### src/rtl/wb_m_bridge_adapter_pkg.sv
// Shared constants and state encoding for the Wishbone-to-bridge master feeder.
// Header layout: we on the MSB, byte selects below it, address in the low bits.
package wb_m_bridge_adapter_pkg;

  localparam int DATA_MSB = 31;
  localparam int HDR_WE = DATA_MSB;
  localparam int HDR_SEL_MSB = DATA_MSB - 1;
  localparam int HDR_SEL_LSB = DATA_MSB - 4;
  localparam int HDR_ADR_MSB = 23;

  typedef enum logic [2:0] {
    IDLE  = 3'd0,
    HWAIT = 3'd1,
    DWAIT = 3'd2,
    RWAIT = 3'd3,
    ACK   = 3'd4,
    ERR   = 3'd5
  } state_t;

endpackage

### src/rtl/wb_m_bridge_adapter_if.sv
// Wishbone slave-side signals plus the master-domain bridge word handshake.
// slave = adapter view, master = requester/bridge-model view.
interface wb_m_bridge_adapter_if
  import wb_m_bridge_adapter_pkg::*;
#(
  parameter int DW = DATA_MSB + 1,
  parameter int AW = 24,
  parameter int SW = 4
);

  logic          wb_cyc_i;
  logic          wb_stb_i;
  logic          wb_we_i;
  logic [AW-1:0] wb_adr_i;
  logic [SW-1:0] wb_sel_i;
  logic [DW-1:0] wb_dat_i;
  logic [DW-1:0] wb_dat_o;
  logic          wb_ack_o;
  logic          wb_err_o;
  logic [DW-1:0] sdata_m;
  logic          vi_m;
  logic          snt_m;
  logic          vo_m;
  logic [DW-1:0] rdata_m;

  modport slave (
    input  wb_cyc_i, wb_stb_i, wb_we_i,
    input  wb_adr_i, wb_sel_i, wb_dat_i,
    input  snt_m, vo_m, rdata_m,
    output wb_dat_o, wb_ack_o, wb_err_o,
    output sdata_m, vi_m
  );

  modport master (
    output wb_cyc_i, wb_stb_i, wb_we_i,
    output wb_adr_i, wb_sel_i, wb_dat_i,
    output snt_m, vo_m, rdata_m,
    input  wb_dat_o, wb_ack_o, wb_err_o,
    input  sdata_m, vi_m
  );

endinterface

### src/rtl/wb_m_bridge_adapter_timer.sv
// Wait-state watchdog: counts cycles since clear while enabled.
// expired flags the last permitted wait cycle; TIMEOUT=0 never expires.
module bridge_wait_timer #(
  parameter int TIMEOUT = 255
) (
  input  logic clk,
  input  logic rst,
  input  logic clear,
  input  logic en,
  output logic expired
);

  localparam int CW = (TIMEOUT > 2) ? $clog2(TIMEOUT) : 1;
  localparam logic [CW-1:0] LAST =
    CW'((TIMEOUT > 0) ? TIMEOUT - 1 : 0);

  logic [CW-1:0] cnt;

  always_ff @(posedge clk) begin
    if (rst || clear) begin
      cnt <= '0;
    end else if (en) begin
      cnt <= cnt + CW'(1);
    end
  end

  assign expired = (TIMEOUT != 0) && (cnt == LAST);

endmodule

### src/rtl/wb_m_bridge_adapter.sv
// Serialises Wishbone classic cycles into bridge words and terminates
// them with ack on completion or err on bridge timeout.
module wb_m_bridge_adapter
  import wb_m_bridge_adapter_pkg::*;
#(
  parameter int DW = DATA_MSB + 1,
  parameter int AW = 24,
  parameter int SW = 4,
  parameter int TIMEOUT = 255
) (
  input logic clk_m,
  input logic rst_m,
  wb_m_bridge_adapter_if.slave bus
);

  state_t        state;
  logic          we_q;
  logic          abort_q;
  logic [DW-1:0] dat_q;
  logic          waiting;
  logic          event_hit;
  logic          expired;
  logic          quit;

  function automatic logic [DW-1:0] hdr(
    input logic          we,
    input logic [SW-1:0] sel,
    input logic [AW-1:0] adr
  );
    logic [DW-1:0] h;
    h = '0;
    h[DW-1] = we;
    h[DW-2 -: SW] = sel;
    h[AW-1:0] = adr;
    return h;
  endfunction

  assign waiting = state inside {HWAIT, DWAIT, RWAIT};

  always_comb begin
    event_hit = 1'b0;
    unique case (state)
      HWAIT, DWAIT: event_hit = bus.snt_m;
      RWAIT:        event_hit = bus.vo_m;
      default:      event_hit = 1'b0;
    endcase
  end

  // A dropped cyc only suppresses termination; the bridge exchange runs out.
  assign quit = abort_q | ~bus.wb_cyc_i;

  bridge_wait_timer #(
    .TIMEOUT(TIMEOUT)
  ) u_timer (
    .clk    (clk_m),
    .rst    (rst_m),
    .clear  (~waiting | event_hit),
    .en     (waiting),
    .expired(expired)
  );

  always_ff @(posedge clk_m) begin
    if (rst_m) begin
      state        <= IDLE;
      we_q         <= 1'b0;
      abort_q      <= 1'b0;
      dat_q        <= '0;
      bus.sdata_m  <= '0;
      bus.vi_m     <= 1'b0;
      bus.wb_ack_o <= 1'b0;
      bus.wb_err_o <= 1'b0;
      bus.wb_dat_o <= '0;
    end else begin
      bus.vi_m     <= 1'b0;
      bus.wb_ack_o <= 1'b0;
      bus.wb_err_o <= 1'b0;
      if (waiting) abort_q <= quit;
      unique case (state)
        IDLE: begin
          if (bus.wb_cyc_i && bus.wb_stb_i) begin
            we_q        <= bus.wb_we_i;
            dat_q       <= bus.wb_dat_i;
            abort_q     <= 1'b0;
            bus.sdata_m <= hdr(bus.wb_we_i, bus.wb_sel_i,
                               bus.wb_adr_i);
            bus.vi_m    <= 1'b1;
            state       <= HWAIT;
          end
        end
        HWAIT: begin
          if (bus.snt_m) begin
            if (we_q) begin
              bus.sdata_m <= dat_q;
              bus.vi_m    <= 1'b1;
              state       <= DWAIT;
            end else if (bus.vo_m) begin
              if (!quit) bus.wb_dat_o <= bus.rdata_m;
              bus.wb_ack_o <= ~quit;
              state        <= quit ? IDLE : ACK;
            end else begin
              state <= RWAIT;
            end
          end else if (expired) begin
            bus.wb_err_o <= ~quit;
            state        <= quit ? IDLE : ERR;
          end
        end
        DWAIT: begin
          if (bus.snt_m) begin
            bus.wb_ack_o <= ~quit;
            state        <= quit ? IDLE : ACK;
          end else if (expired) begin
            bus.wb_err_o <= ~quit;
            state        <= quit ? IDLE : ERR;
          end
        end
        RWAIT: begin
          if (bus.vo_m) begin
            if (!quit) bus.wb_dat_o <= bus.rdata_m;
            bus.wb_ack_o <= ~quit;
            state        <= quit ? IDLE : ACK;
          end else if (expired) begin
            bus.wb_err_o <= ~quit;
            state        <= quit ? IDLE : ERR;
          end
        end
        ACK, ERR: state <= IDLE;
        default:  state <= IDLE;
      endcase
    end
  end

endmodule
### src/flat_wrapper.sv
// flat-port wrapper written by rule: the top's interface ports become plain ports
module wb_m_bridge_adapter_flat import wb_m_bridge_adapter_pkg::*;
#(
  parameter int DW = DATA_MSB + 1,
  parameter int AW = 24,
  parameter int SW = 4,
  parameter int TIMEOUT = 255
)
  (clk_m, rst_m, bus_wb_cyc_i, bus_wb_stb_i, bus_wb_we_i, bus_wb_adr_i, bus_wb_sel_i, bus_wb_dat_i, bus_snt_m, bus_vo_m, bus_rdata_m, bus_wb_dat_o, bus_wb_ack_o, bus_wb_err_o, bus_sdata_m, bus_vi_m);
  wb_m_bridge_adapter_if #(.DW(DW), .AW(AW), .SW(SW)) bus_i ();
  input logic clk_m;
  input logic rst_m;
  input wire logic [$bits(bus_i.wb_cyc_i)-1:0] bus_wb_cyc_i;
  input wire logic [$bits(bus_i.wb_stb_i)-1:0] bus_wb_stb_i;
  input wire logic [$bits(bus_i.wb_we_i)-1:0] bus_wb_we_i;
  input wire logic [$bits(bus_i.wb_adr_i)-1:0] bus_wb_adr_i;
  input wire logic [$bits(bus_i.wb_sel_i)-1:0] bus_wb_sel_i;
  input wire logic [$bits(bus_i.wb_dat_i)-1:0] bus_wb_dat_i;
  input wire logic [$bits(bus_i.snt_m)-1:0] bus_snt_m;
  input wire logic [$bits(bus_i.vo_m)-1:0] bus_vo_m;
  input wire logic [$bits(bus_i.rdata_m)-1:0] bus_rdata_m;
  output wire logic [$bits(bus_i.wb_dat_o)-1:0] bus_wb_dat_o;
  output wire logic [$bits(bus_i.wb_ack_o)-1:0] bus_wb_ack_o;
  output wire logic [$bits(bus_i.wb_err_o)-1:0] bus_wb_err_o;
  output wire logic [$bits(bus_i.sdata_m)-1:0] bus_sdata_m;
  output wire logic [$bits(bus_i.vi_m)-1:0] bus_vi_m;
  assign bus_i.wb_cyc_i = bus_wb_cyc_i;
  assign bus_i.wb_stb_i = bus_wb_stb_i;
  assign bus_i.wb_we_i = bus_wb_we_i;
  assign bus_i.wb_adr_i = bus_wb_adr_i;
  assign bus_i.wb_sel_i = bus_wb_sel_i;
  assign bus_i.wb_dat_i = bus_wb_dat_i;
  assign bus_i.snt_m = bus_snt_m;
  assign bus_i.vo_m = bus_vo_m;
  assign bus_i.rdata_m = bus_rdata_m;
  assign bus_wb_dat_o = bus_i.wb_dat_o;
  assign bus_wb_ack_o = bus_i.wb_ack_o;
  assign bus_wb_err_o = bus_i.wb_err_o;
  assign bus_sdata_m = bus_i.sdata_m;
  assign bus_vi_m = bus_i.vi_m;
  wb_m_bridge_adapter #(.DW(DW), .AW(AW), .SW(SW), .TIMEOUT(TIMEOUT)) u_core (.clk_m(clk_m), .rst_m(rst_m), .bus(bus_i));
endmodule
### config.mk
export PLATFORM = sky130hd
export DESIGN_NAME = wb_m_bridge_adapter_flat
export DESIGN_NICKNAME = d
export VERILOG_FILES = /design/src/rtl/wb_m_bridge_adapter_pkg.sv /design/src/rtl/wb_m_bridge_adapter_if.sv /design/src/rtl/wb_m_bridge_adapter_timer.sv /design/src/rtl/wb_m_bridge_adapter.sv /design/src/flat_wrapper.sv
export SDC_FILE = /design/constraint.sdc
export NUM_CORES = 1
export LEC_CHECK = 0
export BUFFER_PORTS_ARGS = -buffer_cell sky130_fd_sc_hd__buf_4
export CORE_MARGIN = 4
export CORE_UTILIZATION = 40
export DETAILED_ROUTE_END_ITERATION = 10
export GPL_TIMING_DRIVEN = 0
export PLACE_DENSITY_LB_ADDON = 0.2
export SYNTH_ARGS = -nofsm -noshare
export SYNTH_HDL_FRONTEND = slang
export SYNTH_HIERARCHICAL = 1
export SYNTH_SLANG_ARGS = --single-unit
export TNS_END_PERCENT = 50
### constraint.sdc
create_clock -name clk_m -period 5.87 [get_ports clk_m]
set_input_delay 0.587 -clock clk_m [delete_from_list [all_inputs] [get_ports clk_m]]
set_output_delay 0.587 -clock clk_m [all_outputs]
set_load 0.02 [all_outputs]
# Yosys cells after proc, flatten, opt, wreduce, memory -nomap -nowiden
# Cells that the tools add are included.
[totals]
input_bits = 99
output_inout_bits = 67
ff_bits = 112
word_cells = 70
[classes]
bitwise_logic = 5
eq_ne = 8
add_sub_neg = 1
reduce_logical = 10
n_mux = 36
[op_table]
columns = ["cell", "n"]
rows = [
  ["2-to-1 mux 32 bit", 7],
  ["case mux 32 bit (2 select lines)", 2],
  ["2-to-1 mux 3 bit", 9],
  ["2-to-1 mux 1 bit", 13],
  ["case mux 3 bit (4 select lines)", 1],
  ["adder 8 x 1 -> 8 bit (second input constant)", 1],
  ["equality test 8 bit (second input constant)", 1],
  ["equality test 3 x 2 -> 1 bit (second input constant)", 2],
  ["case mux 1 bit (2 select lines)", 3],
  ["!= test 2 x 1 -> 1 bit (second input constant)", 2],
  ["!= test 2 bit (second input constant)", 2],
  ["AND reduction 4 bit", 1],
  ["nonzero test 2 bit", 2],
  ["equality test 3 x 1 -> 1 bit (second input constant)", 1],
  ["zero test 3 bit", 1],
  ["NOT 1 bit", 3],
  ["case mux 1 bit (3 select lines)", 1],
  ["AND reduction 3 bit", 1],
  ["nonzero test 3 bit", 1],
  ["OR 1 bit", 2],
  ["AND reduction 2 bit", 1],
  ["OR reduction 2 bit", 1],
  ["logical AND 1 bit", 1],
  ["logical OR 1 bit", 1],
]

# Logic depth before layout (Yosys ltp)
# Gate-level depths: netlist of the first run.
[depth]
ltp_word = 7
mapped_depth = 7
depth_no_buf = 6

# Modules after synthesis
# The synthesis of the first run kept the hierarchy.
[by_module_without_submodules]
columns = ["mod", "cells_each", "n_inst", "seq_area_each_um2", "area_per_inst_um2"]
rows = [
  ["wb_m_bridge_adapter", 486, 1, 2082.0, 4523.1],
  ["bridge_wait_timer", 42, 1, 160.2, 369.1],
]

# Worst setup path before layout of the first run
# Ideal clock, no wire load.
[synth_timing]
path_kind = "reg-to-reg"
start = "register u_core.state[1]"
end = "register u_core.u_timer.cnt[1]"
t_required_ps = 5784
path_stages_with_launch = 8
period_less_slack_ps = 1888
arrival_ps = 1803
n_path_buf = 2
setup_time_ps = 86
path_slack_ps = 3982
path_cell_list = "dfxtp_1 > clkbuf_1 > mux2i_1 > a21oi_1 > or2_1 > or2_2 > clkbuf_1 > a211oi_1"
[synth_via]
elab_chain_len = 5
elab_cells_between_ends = 9
classes_between = "eq/ne: 3; mux: 1; bitwise: 2; reduce/logical: 3"
[synth_lines]
columns = ["element", "line", "rtl"]
rows = [
  ["from (decl)", "wb_m_bridge_adapter.sv:16", "state_t state;"],
  ["from (signal assigned)", "wb_m_bridge_adapter.sv:99", "state <= quit ? IDLE : ACK;"],
  ["from (signal assigned)", "wb_m_bridge_adapter.sv:105", "state <= quit ? IDLE : ERR;"],
  ["from (signal assigned)", "wb_m_bridge_adapter.sv:111", "state <= quit ? IDLE : ACK;"],
  ["equality test 3 x 2 -> 1 bit / equality test 3 x 1 -> 1 bit (equally long branches)", "wb_m_bridge_adapter.sv:38, wb_m_bridge_adapter.sv:42", ""],
  ["OR reduction 2 bit (no line) / nonzero test 3 bit (equally long branches)", "-", ""],
  ["case mux 1 bit (2 select lines) / NOT 1 bit (equally long branches)", "wb_m_bridge_adapter.sv:42, wb_m_bridge_adapter.sv:57", ""],
  ["OR 1 bit", "wb_m_bridge_adapter.sv:57", ".clear (~waiting | event_hit),"],
  ["logical OR 1 bit", "wb_m_bridge_adapter_timer.sv:20", "if (rst || clear) begin"],
  ["to (signal assigned)", "wb_m_bridge_adapter_timer.sv:23", "cnt <= cnt + CW'(1);"],
  ["to (decl)", "wb_m_bridge_adapter_timer.sv:17", "logic [CW-1:0] cnt;"],
]
# Parallel ways exist; a longest one is shown, timed or not.
# A chain may end at the register's enable or synchronous reset.

# Final worst setup path of the first run
# Ends and elaborated chain as after synthesis.

==> flow_summary_export.csv, run 1 <==
group,metric,value,unit
worst_setup_path,crit_type,"reg -> reg",
grt,antenna_found_initial,0,
power,ir_drop,0.127,mV
worst_setup_path,worstSetupStartpoint,"u_core/state[1]",
sta,rsz0062_at_grt,"false",
synthesis,ys_warn_count,6,
worst_setup_path,startpoint_type,"register",
synthesis,synthesis.nets,629,
synthesis,ys_top_cells_by_area,"dfxtp_1 46%, nand2b_1 8.8%, mux2i_1 7.6%",
die,start_util,0.407,
route,ant_nets,0,
clocking,ctsHoldBuffers,0,
route,wl_per_cell,16.2,um
clocking,clk_latency,0.35,ns
grt,grt_overflow,0,
power,p_per_area,247,nW/um^2
die,num_rows,40,
grt,grt_pass1_vias,4580,
flow_run,max-cap-violations,0,
final_layout,final_layout_size_suffix_gt1_frac,0.274,
clocking,ctsLongestPathBuffers,2,
sta,skew,0.00557,ns
synthesis,netlist_area,4890,um^2
sta,max_freq,458,MHz
synthesis,synth.most_common_cell,"dfxtp_1",
synthesis,synth-seq-cells,112,
synthesis,synth_area_per_cell,9.27,um^2
clocking,numCtsBuffers,9,
synthesis,synth_cell_type_count,45,
clocking,clk_pin_slew,0.07,ns
die,dieArea,14100,um^2
grt,track_usage,0.195,
route,vias_per_cell,5.37,
clocking,cts_setup_buffers,0,
clocking,clock_sinks,112,
placement,place.gp.congestion,0.833,
synthesis,ys_seq_area_frac,0.458,
route,firstDrtPassIters,5,
worst_setup_path,required,6.13,ns
worst_hold_path,hp-class,"reg -> reg",
route,drc_errors,0,
synthesis,ys.flop_type,"dfxtp_1",
synthesis,synth_top_area_cell,"dfxtp_1",
sta,maxSlewHeadroom,0.581,
placement,dp_cells,840,
sta,timing.final.crit_share,0.372,
clocking,post_cts_resized,0,
final_layout,syn2layout_area_growth,34.5,%
sta,finalMaxSlewViolations,0,
synthesis,synthArstFlopShare,0,
worst_setup_path,path_max_fanout,10,
power,p_leak,2.63,nW
synthesis,yosys-top-cells-count,"112 x dfxtp_1, 69 x nand2b_1, 39 x clkbuf_1",
die,io_pins,166,
clocking,cts_tree,"done",
sta,tns,0,ns
status,status,"completed",
synthesis,synth.top_cell.area_share,0.458,
worst_setup_path,rr_startpoint,"u_core/state[1]",
final_layout,ff_latch_area,2240,um^2
final_layout,fillers,1114,
final_layout,multi_input_area,2320,um^2
sta,max_slew.worst_pin.slew,0.629,ns
die,die_y,119,um
worst_setup_path,critPathArrivalTime,2.45,ns
final_layout,stdcell_count,854,
route,vias,4589,
sta,fin_crit,2.18,ns
route,routed_wl,13.9,mm
sta,setup_viol,0,
grt,grt_max_degree,17,
final_layout,final_nets,805,
synthesis,synth_edf_count,0,
route,drt_iter0_markers,236,
grt,grt_pass1_wl,22.6,mm
die,core_area,12000,um^2
worst_setup_path,worstSetupEndpointType,"register",
die,die_x,119,um
sta,hold_viol,0,
placement,portBuffers,165,
final_layout,diodes,0,
clocking,cts_root_buf,"clkbuf_16",
synthesis,netlist_instances,528,
clocking,htreeDepth,3,
worst_hold_path,min_from,"u_core/bus.wb_dat_o[15]",
placement,post-dp-hpwl,10.3,mm
worst max-delay path, cell delays in order (launching register included):
cell and delay [ns]:
dfxtp_1 0.41, clkbuf_1 0.40, mux2i_1 0.23, a21oi_1 0.12, or2_1 0.23, or2_2 0.29
clkbuf_1 0.20, a211oi_1 0.24
stage by stage:
| stage | util | worst slack, ns | hold slack, ns | instance area (um^2) | total power, mW |
|---|---|---|---|---|---|
| 2_1_floorplan | - | 3.98 | 0.452 | 4890 | 0.959 |
| 3_3_place_gp | 0.526 | 3.62 | 0.459 | 6310 | 1.07 |
| 6_report | 0.548 | 3.69 | 0.477 | 6580 | 1.62 |
| 5_1_grt | 0.548 | 3.49 | 0.479 | 6580 | 1.70 |
| 3_5_place_dp | 0.526 | 3.58 | 0.467 | 6310 | 1.08 |
| 4_1_cts | 0.548 | 3.68 | 0.462 | 6580 | 1.64 |
where the power goes:
part / internal [mW] / total (mW) / switching [mW] / leakage, nW
clock: 0.294 / 0.560 / 0.266 / 0.123
sequential: 0.791 / 0.811 / 0.0197 / 0.912
combinational: 0.121 / 0.252 / 0.132 / 1.59
total: 1.21 / 1.62 / 0.417 / 2.63
final timing paths:
kind | to | slack (ns) | cells after the start
worst max-delay path | u_core/u_timer/cnt[1] | 3.69 | 7
worst min-delay path | u_core/bus.wb_dat_o[15] | 0.48 | 2
worst max register to register | u_core/u_timer/cnt[1] | 3.69 | 7
worst min register to register | u_core/bus.wb_dat_o[15] | 0.48 | 2
cell usage in the layout (no fill, tap or decap), drive strengths merged:
cell and n:
xor2 3, or2 2, nand2 5, buf 176
nor3 1, a311oi 1, nor2 6, ha 2
o211a 1, nand2b 69, o21ba 1, a31oi 29
clkbuf 50, o21ai 37, or3 4, inv 31
mux2i 37, nor4 1, o31ai 1, o32ai 1
clkinv 1, nand4 2, xnor2 1, o221a 28
nand3b 6, nor2b 3, a2111o 2, dfxtp 112
or3b 3, a21oi 38, a21o 2, a211oi 6
clkinvlp 2, nor3b 2, a2111oi 1, or4 2
nand3 37, nor4b 1
state kept, by name (all words and copies together), names as in the netlist:
register and flops:
u_core/abort_q 1, u_core/bus.sdata_m 32, u_core/bus.vi_m 1, u_core/bus.wb_ack_o 1
u_core/bus.wb_dat_o 32, u_core/bus.wb_err_o 1, u_core/dat_q 32, u_core/state 3
u_core/u_timer/cnt 8, u_core/we_q 1
cell families after synthesis:
kind of cell,after synthesis,share of synthesized area
buffers and inverters,81,0.0680
adders and majority gates,2,0.00511
muxes,37,0.0757
AOI/OAI and AO/OA,148,0.210
and+or+nand+nor,144,0.176
xor gates and xnor gates,4,0.00716
DFF,112,0.458
layer usage:
layer / up-vias / track usage / wire length (um)
met5: - / 0 / 0
met1: 2151 / 0.255 / 6210
met2: 188 / 0.310 / 6420
li1: 2230 / - / -
met4: 0 / 0.0710 / 260
met3: 20 / 0.0526 / 972
final cells by class:
| class | instances | share of cell area |
|---|---|---|
| multi-input combinational | 335 | 0.352 |
| timing repair buffer | 165 | 0.188 |
| inverter | 31 | 0.0177 |
| buffer | 50 | 0.0329 |
| sequential | 112 | 0.341 |
| clock inverter | 3 | 0.00304 |
| clock buffer | 11 | 0.0369 |
| tap | 147 | 0.0280 |
(Power assumes the default switching activity.)
==> inputs of run 2 (changes only) <==
==> constraint.sdc (replaced) <==
create_clock -name clk_m -period 1.8 [get_ports clk_m]
set_input_delay 0.18 -clock clk_m [delete_from_list [all_inputs] [get_ports clk_m]]
set_output_delay 0.18 -clock clk_m [all_outputs]
set_load 0.02 [all_outputs]
==> flow_summary_export.csv, run 2 (synthesis results as in run 1) <==
group,metric,value,unit
status,status,"completed",
die,num_rows,40,
route,routed_wl,13.8,mm
final_layout,syn2layout_area_growth,36.5,%
power,p_per_area,819,nW/um^2
grt,track_usage,0.190,
worst_setup_path,rr_worst_depth,6,
final_layout,multi_input_area,2350,um^2
sta,tns,0,ns
power,p_sw,1.40,mW
final_layout,fillers,1135,
clocking,cts_root_buf,"clkbuf_16",
grt,grt_overflow,0,
power,p_leak,2.71,nW
clocking,cts_tree,"done",
worst_setup_path,crit_type,"reg -> reg",
die,start_util,0.407,
die,core_area,12000,um^2
grt,antenna_found_initial,0,
route,firstDrtPassIters,4,
sta,max_slew.worst_pin.slew,0.577,ns
clocking,clk_pin_slew,0.07,ns
worst_hold_path,hp-class,"in -> reg",
power,seqPwrFrac,0.483,
die,dieArea,14100,um^2
worst_setup_path,required,2.01,ns
grt,grt_pass1_wl,21.9,mm
worst_setup_path,path_max_fanout,10,
power,internal_power,4.07,mW
worst_setup_path,startpoint_type,"register",
sta,skew,0.00701,ns
clocking,clk_latency,0.34,ns
route,drt_iter0_markers,223,
placement,dp_cells,840,
final_layout,post-route-util,0.556,
sta,rsz0062_at_grt,"false",
final_layout,final_layout_size_suffix_gt1_frac,0.310,
sta,timing.final.crit_share,0.963,
placement,portBuffers,165,
clocking,ctsHoldBuffers,0,
route,vias_per_cell,5.27,
power,p_clk_frac,0.364,
final_layout,stdcell_count,854,
clocking,numCtsBuffers,9,
clocking,ctsLongestPathBuffers,2,
final_layout,reg_top3,"u_core/bus.sdata_m x32, u_core/bus.wb_dat_o x32, u_core/dat_q x32",
clocking,clock_sinks,112,
sta,maxSlewHeadroom,0.615,
final_layout,diodes,0,
sta,hold_ws,0.0777,ns
final_layout,ff_latch_area,2240,um^2
power,p_comb_frac,0.154,
die,io_pins,166,
sta,setup_viol,0,
worst_hold_path,min_path_cells,2,
clocking,htreeDepth,3,
sta,hold_viol,0,
flow_run,max-cap-violations,0,
sta,max_freq,577,MHz
grt,grt_max_degree,19,
worst_setup_path,worstSetupEndpointType,"register",
die,die_x,119,um
worst_setup_path,critPathArrivalTime,1.95,ns
placement,post-dp-hpwl,10.3,mm
route,ant_nets,0,
route,drc_errors,0,
route,vias,4501,
final_layout,final_cell_mix,"166 x buf_4, 111 x dfxtp_1, 69 x nand2b_1",
power,swShare,0.256,
sta,fin_crit,1.73,ns
route,wl_per_cell,16.1,um
die,die_y,119,um
sta,finalMaxSlewViolations,0,
placement,place.gp.congestion,0.850,
final_layout,final_nets,803,
final_layout,final_common_cell,"buf_4",
grt,grt_pass1_vias,4559,
power,ir_drop,0.395,mV
[run 2: cell types whose count changed in the layout (fill, tap and decap cells not counted), sizes merged]
cell	change
bufinv	+1
clkbuf	-4
clkinv	+4
clkinvlp	-2
inv	+1
[run 2: path summary, 6_finish.rpt]
| path | start | end | slack, ns |
|---|---|---|---|
| worst max-delay path | u_core/state[0] | u_core/dat_q[4] | 0.07 |
| worst min-delay path | bus_wb_cyc_i | u_core/abort_q | 0.08 |
| worst max register to register | u_core/state[0] | u_core/dat_q[4] | 0.07 |
| worst min register to register | u_core/bus.wb_dat_o[21] | u_core/bus.wb_dat_o[21] | 0.47 |
[run 2: timing repair]
item,CTS,global route
endpoints found under the setup margin,57,73
setup buffers,0,0
gates resized for setup,12,28
[run 2: routing by layer]
layer | vias to the layer above | global-route usage | share of wire
met5 | - | 0 | 0
met4 | 0 | 0.0688 | 0.012
met3 | 13 | 0.0440 | 0.062
met2 | 160 | 0.311 | 0.48
met1 | 2095 | 0.246 | 0.45
li1 | 2233 | - | -
[run 2: layout make-up]
cell class,count,area share
multi-input cells,335,0.351
flip-flops and latches,112,0.336
repair buffers,165,0.185
plain buffers,48,0.0378
clock buffers,9,0.0337
well taps,147,0.0275
inverters,31,0.0174
clock inverters,7,0.0107
[run 2: power by group through the flow]
| stage | clock network (mW) | logic [mW] | registers [mW] |
|---|---|---|---|
| final | 1.99 | 0.841 | 2.64 |
| after global routing | 2.15 | 0.913 | 2.65 |
| after CTS | 2.04 | 0.833 | 2.64 |
| after detailed placement | 0 | 0.823 | 2.70 |
| after global placement | 0 | 0.809 | 2.70 |
| after floorplan | 0 | 0.371 | 2.76 |
[run 2: critical path, cell delays in order, from the launching register on]
cell and delay (ns):
dfxtp_1 0.31, buf_6 0.14, or3b_1 0.36, clkbuf_1 0.22, clkbuf_1 0.29, o21ai_1 0.20
a21oi_1 0.08
[run 2: per-stage QoR]
step                      cell area [um^2]  power [mW]  worst slack [ns]
after global placement                6320        3.50            -0.261
final                                 6680        5.47            0.0659
after detailed placement              6320        3.52            -0.279
after CTS                             6640        5.51           0.00984
after floorplan                       4890        3.13            0.0162
after global routing                  6680        5.71           0.00402
